$ cat src/rtl/decode_queue_pkg.sv
// Shared decode constants, control/exception field layout and queue FSM encoding.
// Optional feature macro: DECQ_MUL_EN (SPECIAL2 MUL accepted as an ALU R-type op).
package decode_queue_pkg;

   localparam int unsigned INSTR_W = 32;
   localparam int unsigned CTRL_W  = 12;
   localparam int unsigned EXC_W   = 4;

   // Control field bit positions, MSB first
   localparam int unsigned CTRL_REGWRITE  = 11;
   localparam int unsigned CTRL_REGDST_HI = 10;
   localparam int unsigned CTRL_REGDST_LO = 9;
   localparam int unsigned CTRL_ALUSRC    = 8;
   localparam int unsigned CTRL_BRANCH    = 7;
   localparam int unsigned CTRL_MEMWRITE  = 6;
   localparam int unsigned CTRL_MEMTOREG  = 5;
   localparam int unsigned CTRL_JUMP      = 4;
   localparam int unsigned CTRL_HILO      = 3;
   localparam int unsigned CTRL_JBRAL     = 2;
   localparam int unsigned CTRL_JR        = 1;
   localparam int unsigned CTRL_CP0WRITE  = 0;

   // Exception bit indices
   localparam int unsigned EXC_INVALID = 3;
   localparam int unsigned EXC_SYSCALL = 2;
   localparam int unsigned EXC_BRK     = 1;
   localparam int unsigned EXC_ERET    = 0;

   // Control encodings per instruction class
   localparam logic [CTRL_W-1:0] CTRL_NONE   = 12'b0_00_000000000;
   localparam logic [CTRL_W-1:0] CTRL_ALU_R  = 12'b1_01_000000000;
   localparam logic [CTRL_W-1:0] CTRL_HILOW  = 12'b0_00_000001000;
   localparam logic [CTRL_W-1:0] CTRL_JRX    = 12'b0_00_000000010;
   localparam logic [CTRL_W-1:0] CTRL_JALR   = 12'b1_01_000000110;
   localparam logic [CTRL_W-1:0] CTRL_ALU_I  = 12'b1_00_100000000;
   localparam logic [CTRL_W-1:0] CTRL_BR     = 12'b0_00_010000000;
   localparam logic [CTRL_W-1:0] CTRL_BRAL   = 12'b1_10_010000100;
   localparam logic [CTRL_W-1:0] CTRL_LOAD   = 12'b1_00_100100000;
   localparam logic [CTRL_W-1:0] CTRL_STORE  = 12'b0_00_101000000;
   localparam logic [CTRL_W-1:0] CTRL_J      = 12'b0_00_000010000;
   localparam logic [CTRL_W-1:0] CTRL_JAL    = 12'b1_10_000010100;
   localparam logic [CTRL_W-1:0] CTRL_MTC0   = 12'b0_00_000000001;
   localparam logic [CTRL_W-1:0] CTRL_MFC0   = 12'b1_00_000000000;

   // Opcodes
   localparam logic [5:0] OP_SPECIAL  = 6'b000000;
   localparam logic [5:0] OP_REGIMM   = 6'b000001;
   localparam logic [5:0] OP_J        = 6'b000010;
   localparam logic [5:0] OP_JAL      = 6'b000011;
   localparam logic [5:0] OP_BEQ      = 6'b000100;
   localparam logic [5:0] OP_BNE      = 6'b000101;
   localparam logic [5:0] OP_BLEZ     = 6'b000110;
   localparam logic [5:0] OP_BGTZ     = 6'b000111;
   localparam logic [5:0] OP_ADDI     = 6'b001000;
   localparam logic [5:0] OP_ADDIU    = 6'b001001;
   localparam logic [5:0] OP_SLTI     = 6'b001010;
   localparam logic [5:0] OP_SLTIU    = 6'b001011;
   localparam logic [5:0] OP_ANDI     = 6'b001100;
   localparam logic [5:0] OP_ORI      = 6'b001101;
   localparam logic [5:0] OP_XORI     = 6'b001110;
   localparam logic [5:0] OP_LUI      = 6'b001111;
   localparam logic [5:0] OP_COP0     = 6'b010000;
   localparam logic [5:0] OP_SPECIAL2 = 6'b011100;
   localparam logic [5:0] OP_LB       = 6'b100000;
   localparam logic [5:0] OP_LH       = 6'b100001;
   localparam logic [5:0] OP_LW       = 6'b100011;
   localparam logic [5:0] OP_LBU      = 6'b100100;
   localparam logic [5:0] OP_LHU      = 6'b100101;
   localparam logic [5:0] OP_SB       = 6'b101000;
   localparam logic [5:0] OP_SH       = 6'b101001;
   localparam logic [5:0] OP_SW       = 6'b101011;

   // SPECIAL funct codes
   localparam logic [5:0] F_SLL     = 6'b000000;
   localparam logic [5:0] F_SRL     = 6'b000010;
   localparam logic [5:0] F_SRA     = 6'b000011;
   localparam logic [5:0] F_SLLV    = 6'b000100;
   localparam logic [5:0] F_SRLV    = 6'b000110;
   localparam logic [5:0] F_SRAV    = 6'b000111;
   localparam logic [5:0] F_JR      = 6'b001000;
   localparam logic [5:0] F_JALR    = 6'b001001;
   localparam logic [5:0] F_SYSCALL = 6'b001100;
   localparam logic [5:0] F_BREAK   = 6'b001101;
   localparam logic [5:0] F_MFHI    = 6'b010000;
   localparam logic [5:0] F_MTHI    = 6'b010001;
   localparam logic [5:0] F_MFLO    = 6'b010010;
   localparam logic [5:0] F_MTLO    = 6'b010011;
   localparam logic [5:0] F_MULT    = 6'b011000;
   localparam logic [5:0] F_MULTU   = 6'b011001;
   localparam logic [5:0] F_DIV     = 6'b011010;
   localparam logic [5:0] F_DIVU    = 6'b011011;
   localparam logic [5:0] F_ADD     = 6'b100000;
   localparam logic [5:0] F_ADDU    = 6'b100001;
   localparam logic [5:0] F_SUB     = 6'b100010;
   localparam logic [5:0] F_SUBU    = 6'b100011;
   localparam logic [5:0] F_AND     = 6'b100100;
   localparam logic [5:0] F_OR      = 6'b100101;
   localparam logic [5:0] F_XOR     = 6'b100110;
   localparam logic [5:0] F_NOR     = 6'b100111;
   localparam logic [5:0] F_SLT     = 6'b101010;
   localparam logic [5:0] F_SLTU    = 6'b101011;

   // SPECIAL2 / COP0 funct codes
   localparam logic [5:0] F_MUL     = 6'b000010;
   localparam logic [5:0] F_ERET    = 6'b011000;

   // REGIMM rt codes
   localparam logic [4:0] RT_BLTZ   = 5'b00000;
   localparam logic [4:0] RT_BGEZ   = 5'b00001;
   localparam logic [4:0] RT_BLTZAL = 5'b10000;
   localparam logic [4:0] RT_BGEZAL = 5'b10001;

   // COP0 rs codes
   localparam logic [4:0] RS_MFC0   = 5'b00000;
   localparam logic [4:0] RS_MTC0   = 5'b00100;
   localparam logic [4:0] RS_CO     = 5'b10000;

   typedef enum logic {
      ST_RUN   = 1'b0,
      ST_BLOCK = 1'b1
   } state_e;

   // Decoded payload stored alongside each buffered instruction
   typedef struct packed {
      logic [CTRL_W-1:0] ctrl;
      logic [EXC_W-1:0]  exc;
   } dec_t;

endpackage

$ cat src/rtl/decode_queue_instr_decode.sv
// Combinational MIPS32 decoder: instruction word to control field and exception flags.
// Optional feature macro: DECQ_MUL_EN (SPECIAL2 MUL decodes as ALU R-type).
module instr_decode
   import decode_queue_pkg::*;
(
   input  logic [INSTR_W-1:0] instr,
   output logic [CTRL_W-1:0]  ctrl,
   output logic [EXC_W-1:0]   exc
);

   logic [5:0] op;
   logic [5:0] funct;
   logic [4:0] rs;
   logic [4:0] rt;
   logic       hit;
   logic       unused_fields;

   assign op            = instr[31:26];
   assign rs            = instr[25:21];
   assign rt            = instr[20:16];
   assign funct         = instr[5:0];
   assign unused_fields = ^instr[15:6];

   // Classify the opcode; anything unmatched collapses to an invalid-instruction exception
   always_comb begin
      ctrl = CTRL_NONE;
      exc  = '0;
      hit  = 1'b1;
      case (op)
         OP_SPECIAL: begin
            case (funct)
               F_SLL, F_SRL, F_SRA, F_SLLV, F_SRLV, F_SRAV,
               F_ADD, F_ADDU, F_SUB, F_SUBU, F_AND, F_OR, F_XOR, F_NOR,
               F_SLT, F_SLTU, F_MFHI, F_MFLO:         ctrl = CTRL_ALU_R;
               F_MULT, F_MULTU, F_DIV, F_DIVU,
               F_MTHI, F_MTLO:                         ctrl = CTRL_HILOW;
               F_JR:                                   ctrl = CTRL_JRX;
               F_JALR:                                 ctrl = CTRL_JALR;
               F_SYSCALL:                              exc[EXC_SYSCALL] = 1'b1;
               F_BREAK:                                exc[EXC_BRK] = 1'b1;
               default:                                hit = 1'b0;
            endcase
         end
         OP_REGIMM: begin
            case (rt)
               RT_BLTZ, RT_BGEZ:                       ctrl = CTRL_BR;
               RT_BLTZAL, RT_BGEZAL:                   ctrl = CTRL_BRAL;
               default:                                hit = 1'b0;
            endcase
         end
         OP_J:                                         ctrl = CTRL_J;
         OP_JAL:                                       ctrl = CTRL_JAL;
         OP_BEQ, OP_BNE, OP_BLEZ, OP_BGTZ:             ctrl = CTRL_BR;
         OP_ADDI, OP_ADDIU, OP_SLTI, OP_SLTIU,
         OP_ANDI, OP_ORI, OP_XORI, OP_LUI:             ctrl = CTRL_ALU_I;
         OP_LB, OP_LH, OP_LW, OP_LBU, OP_LHU:          ctrl = CTRL_LOAD;
         OP_SB, OP_SH, OP_SW:                          ctrl = CTRL_STORE;
         OP_COP0: begin
            if (rs == RS_MFC0)                         ctrl = CTRL_MFC0;
            else if (rs == RS_MTC0)                    ctrl = CTRL_MTC0;
            else if (rs == RS_CO && funct == F_ERET)   exc[EXC_ERET] = 1'b1;
            else                                       hit = 1'b0;
         end
`ifdef DECQ_MUL_EN
         OP_SPECIAL2: begin
            if (funct == F_MUL)                        ctrl = CTRL_ALU_R;
            else                                       hit = 1'b0;
         end
`endif
         default:                                      hit = 1'b0;
      endcase
      if (!hit) begin
         ctrl             = CTRL_NONE;
         exc              = '0;
         exc[EXC_INVALID] = 1'b1;
      end
   end

endmodule

$ cat src/rtl/decode_queue.sv
// Decoded-instruction queue: circular buffer of decoded entries with a RUN/BLOCK gate
// that stops accepting after any excepting instruction until flushed.
// Optional feature macro: DECQ_MUL_EN (passed through to instr_decode).
module decode_queue
   import decode_queue_pkg::*;
#(
   parameter int unsigned DEPTH  = 4,   // power of two, >= 2
   parameter int unsigned ADDR_W = 32
)(
   input  logic                     clk,
   input  logic                     resetn,
   input  logic                     in_valid,
   output logic                     in_ready,
   input  logic [INSTR_W-1:0]       in_instr,
   input  logic [ADDR_W-1:0]        in_pc,
   input  logic                     flush,
   output logic                     out_valid,
   input  logic                     out_ready,
   output logic [INSTR_W-1:0]       out_instr,
   output logic [ADDR_W-1:0]        out_pc,
   output logic [CTRL_W-1:0]        out_ctrl,
   output logic [EXC_W-1:0]         out_exc,
   output logic [$clog2(DEPTH):0]   count
);

   localparam int unsigned PTR_W = $clog2(DEPTH);
   localparam int unsigned CNT_W = PTR_W + 1;

   state_e              state_q, state_d;
   logic [PTR_W-1:0]    rd_q, rd_d;
   logic [PTR_W-1:0]    wr_q, wr_d;
   logic [CNT_W-1:0]    count_q, count_d;

   logic [INSTR_W-1:0]  instr_mem_q [DEPTH];
   logic [ADDR_W-1:0]   pc_mem_q    [DEPTH];
   dec_t                dec_mem_q   [DEPTH];

   logic [CTRL_W-1:0]   dec_ctrl_c;
   logic [EXC_W-1:0]    dec_exc_c;
   dec_t                dec_c;
   logic                push_c;
   logic                pop_c;

   instr_decode u_decode (
      .instr (in_instr),
      .ctrl  (dec_ctrl_c),
      .exc   (dec_exc_c)
   );

   assign dec_c.ctrl = dec_ctrl_c;
   assign dec_c.exc  = dec_exc_c;

   // Handshakes and head-of-queue view, all derived from registered state
   assign in_ready  = (state_q == ST_RUN) && (count_q < CNT_W'(DEPTH));
   assign out_valid = (count_q != '0);
   assign push_c    = in_valid && in_ready;
   assign pop_c     = out_valid && out_ready;
   assign out_instr = instr_mem_q[rd_q];
   assign out_pc    = pc_mem_q[rd_q];
   assign out_ctrl  = dec_mem_q[rd_q].ctrl;
   assign out_exc   = dec_mem_q[rd_q].exc;
   assign count     = count_q;

   // Next state for FSM, pointers and occupancy; flush overrides push and pop
   always_comb begin
      state_d = state_q;
      rd_d    = rd_q;
      wr_d    = wr_q;
      count_d = count_q;
      if (flush) begin
         state_d = ST_RUN;
         rd_d    = '0;
         wr_d    = '0;
         count_d = '0;
      end else begin
         if (push_c) begin
            wr_d = wr_q + PTR_W'(1);
            if (dec_c.exc != '0) state_d = ST_BLOCK;
         end
         if (pop_c) rd_d = rd_q + PTR_W'(1);
         count_d = count_q + CNT_W'(push_c) - CNT_W'(pop_c);
      end
   end

   // Control state registers
   always_ff @(posedge clk or negedge resetn) begin
      if (!resetn) begin
         state_q <= ST_RUN;
         rd_q    <= '0;
         wr_q    <= '0;
         count_q <= '0;
      end else begin
         state_q <= state_d;
         rd_q    <= rd_d;
         wr_q    <= wr_d;
         count_q <= count_d;
      end
   end

   // Entry storage: instruction, PC and decode captured together on accept
   always_ff @(posedge clk or negedge resetn) begin
      if (!resetn) begin
         for (int i = 0; i < int'(DEPTH); i++) begin
            instr_mem_q[i] <= '0;
            pc_mem_q[i]    <= '0;
            dec_mem_q[i]   <= '0;
         end
      end else if (push_c && !flush) begin
         instr_mem_q[wr_q] <= in_instr;
         pc_mem_q[wr_q]    <= in_pc;
         dec_mem_q[wr_q]   <= dec_c;
      end
   end

endmodule

$ cat config.mk
export PLATFORM = sky130hd
export DESIGN_NAME = decode_queue
export DESIGN_NICKNAME = d
export VERILOG_FILES = /design/src/rtl/decode_queue_pkg.sv /design/src/rtl/decode_queue_instr_decode.sv /design/src/rtl/decode_queue.sv
export SDC_FILE = /design/constraint.sdc
export NUM_CORES = 1
export LEC_CHECK = 0
export BUFFER_PORTS_ARGS = -buffer_cell sky130_fd_sc_hd__buf_2
export CORE_ASPECT_RATIO = 0.6
export CORE_UTILIZATION = 35
export DETAILED_ROUTE_END_ITERATION = 7
export GPL_ROUTABILITY_DRIVEN = 0
export GPL_TIMING_DRIVEN = 0
export PLACE_DENSITY = 0.61
export RECOVER_POWER = 50
export SLEW_MARGIN = 5
export SYNTH_ARGS = -nofsm -noshare
export SYNTH_HDL_FRONTEND = slang
export SYNTH_SLANG_ARGS = --single-unit
$ cat constraint.sdc
create_clock -name clk -period 2.8 [get_ports clk]
set_input_delay 0.14 -clock clk [delete_from_list [all_inputs] [get_ports clk]]
set_output_delay 0.14 -clock clk [all_outputs]
set_load 0.02 [all_outputs]
# After elaboration in Yosys (flattened, before gate mapping)
# Cells that the tools add are included.
# totals
ram_bits	0
ff_bits	328
latchBits	0
input_bits	69
mem_bits_ro	0
mem_count	0
word_cells	158
# classes
n_lt_le_gt_ge	4
reduce_logical	28
n_mux	43
shifts	0
multipliers	0
eq_ne	56
add_sub_neg	4
div	0
bitwise	3
# op_table
operator	count
$bwmux W128	2
$mux W32	5
$bmux W32 S2	2
$eq A6 B6 Y1 const B	18
$pmux W12 S9	1
$eq A6 B4 Y1 const B	12
$bwmux W64	1
$demux W32 S2	1
$eq A6 B5 Y1 const B	9
$mux W16	3
$pmux W12 S4	1
$eq A6 B3 Y1 const B	7
$bmux W16 S2	1
$demux W16 S2	1
$reduce_or A28 Y1	1
$eq A6 B2 Y1 const B	4
$mux W12	2
$pmux W12 S2	1
$reduce_or A22 Y1	1
$reduce_or A18 Y1	1
$eq A5 B5 Y1 const B	3
$mux W1	14
$logic_not A6 Y1	2
$logic_not A5 Y1	2
27 further kinds	43

# Longest topological paths before layout
# logic_depth
word_depth	11
mapped_depth	8

# Cells and area by module
# Synthesis repeated with hierarchy kept, for this count alone.
# unflattened
hier_cells	885
hier_area_um2	14848.0
# by_module_without_submodules
module	area_per_inst_um2	cells_per_inst	n_inst
decode_queue	14440.1	820	1
instr_decode	407.9	65	1

# Worst setup path before layout
# OpenSTA, ideal clock, no wires.
# synth_timing
kind	reg2reg
from	reg count_q[2] (netlist: count[2])
to	reg count_q[2] (netlist: count[2])
setup_slack_ps	377
arrival_time_ps	2284
path_stages_with_launch	9
required_ps	2661
period_less_slack_ps	2423
path_cell_list	dfrtp_1 > or3_1 > and2_1 > ha_1 > inv_1 > ha_1 > fa_1 > xnor2_1 > nor2_1
# synth_lines
element	line	source
start, declared	decode_queue.sv:32	logic [CNT_W-1:0] count_q, count_d;
start signal, assigned	decode_queue.sv:96	count_q <= count_d;
$reduce_bool A3 Y1	decode_queue.sv:55	assign out_valid = (count_q != '0);
net out_valid	decode_queue.sv:17	output logic out_valid,
$logic_and A1 B1 Y1	decode_queue.sv:57	assign pop_c = out_valid && out_ready;
$sub A3 B1 Y3	decode_queue.sv:81	count_d = count_q + CNT_W'(push_c) - CNT_W'(pop_c);
$mux W3	decode_queue.sv:70	if (flush) begin
net count_d[2]	decode_queue.sv:32	
# The timed path passes the listed nets, and every way through them passes these cells.
# A chain may end at the register's enable or synchronous reset.

# Worst setup path after layout
# layout_timing
from	reg rd_q[1]
to	out out_ctrl[4]
# layout_between
elab_chain_cells	4
# layout_rtl
element	line	source
start, declared	decode_queue.sv:30	logic [PTR_W-1:0] rd_q, rd_d;
start signal, assigned	decode_queue.sv:94	rd_q <= rd_d;
$not A2 Y3 (implied by the code)	decode_queue.sv:60	assign out_ctrl = dec_mem_q[rd_q].ctrl;
$bmux W16 S2	decode_queue.sv:60	
$mux W16 (2 in a row)	--	
end, declared	decode_queue.sv:21	output logic [CTRL_W-1:0] out_ctrl,
# Every way passes these cells. The select of a mux whose other input is x is not followed.

==> impl_metrics.ini <==
[outcome]
outcome = completed

[critical_path]
end_kind = output pin
cp_slowest_cell = clkbuf_1
crit_chain = clkbuf_1, clkbuf_2, mux4_2, buf_2
r2r_slack_ns = 0.31
cpPeakStageDelay_ns = 0.50
cp_max_fo = 10
crit_type = register to output pin
r2r_cells = 8
cp.required_ns = 2.66
start_kind = register
cp.arrival_ns = 2.48

[sta]
period_minus_slack_ns = 2.62
hold_viol = 0
slew-limit-headroom_pct = 2.31
hold_ws_ns = 0.0533
fmax_mhz = 382
tightestPinTransition_ns = 1.47
rsz0062_at_grt = false
setup-violations-final = 0
slew_violations = 0
min_period_over_period_pct = 93.5
skew_ns = 0.0277

[cts]
cts_tree = done
cts_buffer_depth = 3
clock-sinks = 328
clk_pin_slew_worst_paths_ns = 0.06
htree_levels = 2
clk_latency_ns = 0.53
cts_made_buffers = 34
postCtsSetupBuffers = 0
clockRootBuffer = clkbuf_16

[global_route]
grt_max_degree = 103
grt_pass1_vias = 9665
grt_overflow = 0
antenna_found_initial = 0
grt_usage_pct = 17.7
grt_pass1_wl_um = 60000

[synthesis]
ys_warn_count = 0
ys_seq_elements = 328
netlist_instances = 977
netlist_top_cells_area = dfrtp_1 54%, mux2_4 12%, mux4_2 12%, mux2_2 10%, o21ai_0 2.0%
ys_async_sr_fraction_pct = 100
synth_edf_count = 0
syn_area_sq_um = 15200
syn-num-nets = 1053
ys_seq_area_share_pct = 54.1
synthFlopType = dfrtp_1
syn_avg_cell_area_sq_um = 15.5
yosys.area.top_type_share_pct = 54.1
yosysUniqueCellTypes = 54
yosys.area.top_type = dfrtp_1

[flow_run]
maxCapViolations = 0

[placed_design]
place.port_buffers = 147
dp_hpwl_um = 26000

[drt]
wl_met2_um = 16800
wl_met1_um = 19000
via_per_inst = 5.06
antenna_left = 0
firstDrtPassIters = 4
dr_wl_met3_um = 2170
wirelength_um = 38300
drc = 0
vias = 9137
drtIter0Drc = 522
wire_per_inst_um = 21.2
top_layer = met4

[die]
core-area_sq_um = 42300
io_pins = 154
die_y_um = 163
die_x_um = 271
fp-row-count = 58
initial_core_util_pct = 35.9
dieArea_sq_um = 44200

[power_and_ir_drop]
power_density_nw_per_um2 = 991
power.switching_w = 0.00580
switching_share_pct = 32.0
combPwrFrac_pct = 35.8
finalPower_w = 0.0181
ir_drop_v = 0.000408
intPower_w = 0.0123
cellLeakagePower_nw = 8.62
p_seq_share_pct = 38.7
p_clk_share_pct = 25.5

[hold_path]
hold_class = input port to register
min_path_cells = 2

[layout]
layout.nets = 1292
antenna_cells = 0
layout-drive-gt1-share_pct = 47.8
final_common_cell = dfrtp_1
area_delta_synth_final_pct = 20.5
layout_common_cells = 327 x dfrtp_1, 162 x buf_2, 136 x mux2_2, 124 x mux2_4, 80 x mux4_2
final_util_pct = 43.2
registers in the layout, indices dropped and copies added, names as in the netlist:
register / cells
rd_q: 2
count: 3
state_q: 1
instr_mem_q: 128
dec_mem_q: 64
pc_mem_q: 128
wr_q: 2
per-stage QoR:
| stage | std cells | instance area [sq um] | TNS, ns | setup WS [ns] |
|---|---|---|---|---|
| after detailed placement | 1697 | 16700 | 0 | 0.371 |
| after global placement | 1694 | 16600 | -1551.78 | -4.79 |
| after global routing | 1807 | 18300 | 0 | 0.0438 |
| final | 1807 | 18300 | 0 | 0.181 |
| after floorplan | 977 | 15200 | 0 | 0.377 |
| after CTS | 1807 | 18400 | 0 | 0.0186 |
cells by family (layout without fill, tap and decap cells):
group                      count (synthesis)  count (layout)  synth area share, %
adders and majority gates                  7               7                0.627
muxes                                    340             340                 34.2
AOI/OAI and AO/OA                         93              93                 3.50
and+or+nand+nor                          122             122                 4.04
DFF                                      328             328                 54.1
xor gates and xnor gates                   5               5                0.289
buffers and inverters                     82             342                 3.22
per-layer routing:
metal | track usage [%] | up-vias
met2 | 26.0 | 220
li1 | - | 4071
met5 | 0 | -
met3 | 4.13 | 32
met1 | 26.8 | 4814
met4 | 3.29 | 0
power groups by stage:
stage                     Sequential (W)  Clock [W]  Combinational (W)
final                            0.00702    0.00462            0.00649
after global routing             0.00720    0.00495            0.00695
after CTS                        0.00700    0.00477            0.00662
after detailed placement         0.00702          0            0.00659
after global placement           0.00699          0            0.00647
after floorplan                  0.00679          0            0.00483
cell type report:
cell class                 instances  area (sq um)
fill                            3803         24000
sequential                       328          8210
multi-input combinational        567          6450
timing repair buffer             204          1320
clock buffer                      44           950
tap                              570           713
buffer                            72           439
clock inverter                    13           171
inverter                           9          33.8
synthesized netlist by cell type (6+ instances only):
cell type and number:
nor3_1 10, clkbuf_1 26, dfrtp_1 328, inv_1 9, nand2_1 65, mux2_4 124, o21ai_0 60, a21oi_1 13
nor2_1 14, buf_6 20, mux4_2 80, mux2_2 136, ha_1 6, buf_2 25
critical path, delay by kind of cell, from the launching register on:
kind	cells	cell delay, ns
mux	1	0.44
buf+inv	3	1.18
flops	1	0.32
path summary, 6_finish.rpt:
check,from,end
worst min register to register,dec_mem_q[29]$_DFFE_PN0P_,dec_mem_q[29]$_DFFE_PN0P_
max in group asynchronous,resetn,pc_mem_q[58]$_DFFE_PN0P_
worst min-delay path,in_instr[1],instr_mem_q[1]$_DFFE_PN0P_
worst max register to register,count[2]$_DFF_PN0_,dec_mem_q[46]$_DFFE_PN0P_
worst max-delay path,rd_q[1]$_DFFE_PN0P_,out_ctrl[4]
min in group asynchronous,resetn,instr_mem_q[93]$_DFFE_PN0P_
what timing repair did:
item                                    in CTS  in global routing
resized for setup                            7                  4
gates cloned                                 0                  0
endpoints found under the setup margin      79                 20
hold buffers                                54                  0
endpoints found under the hold margin      359                  0
(Power assumes the default switching activity.)
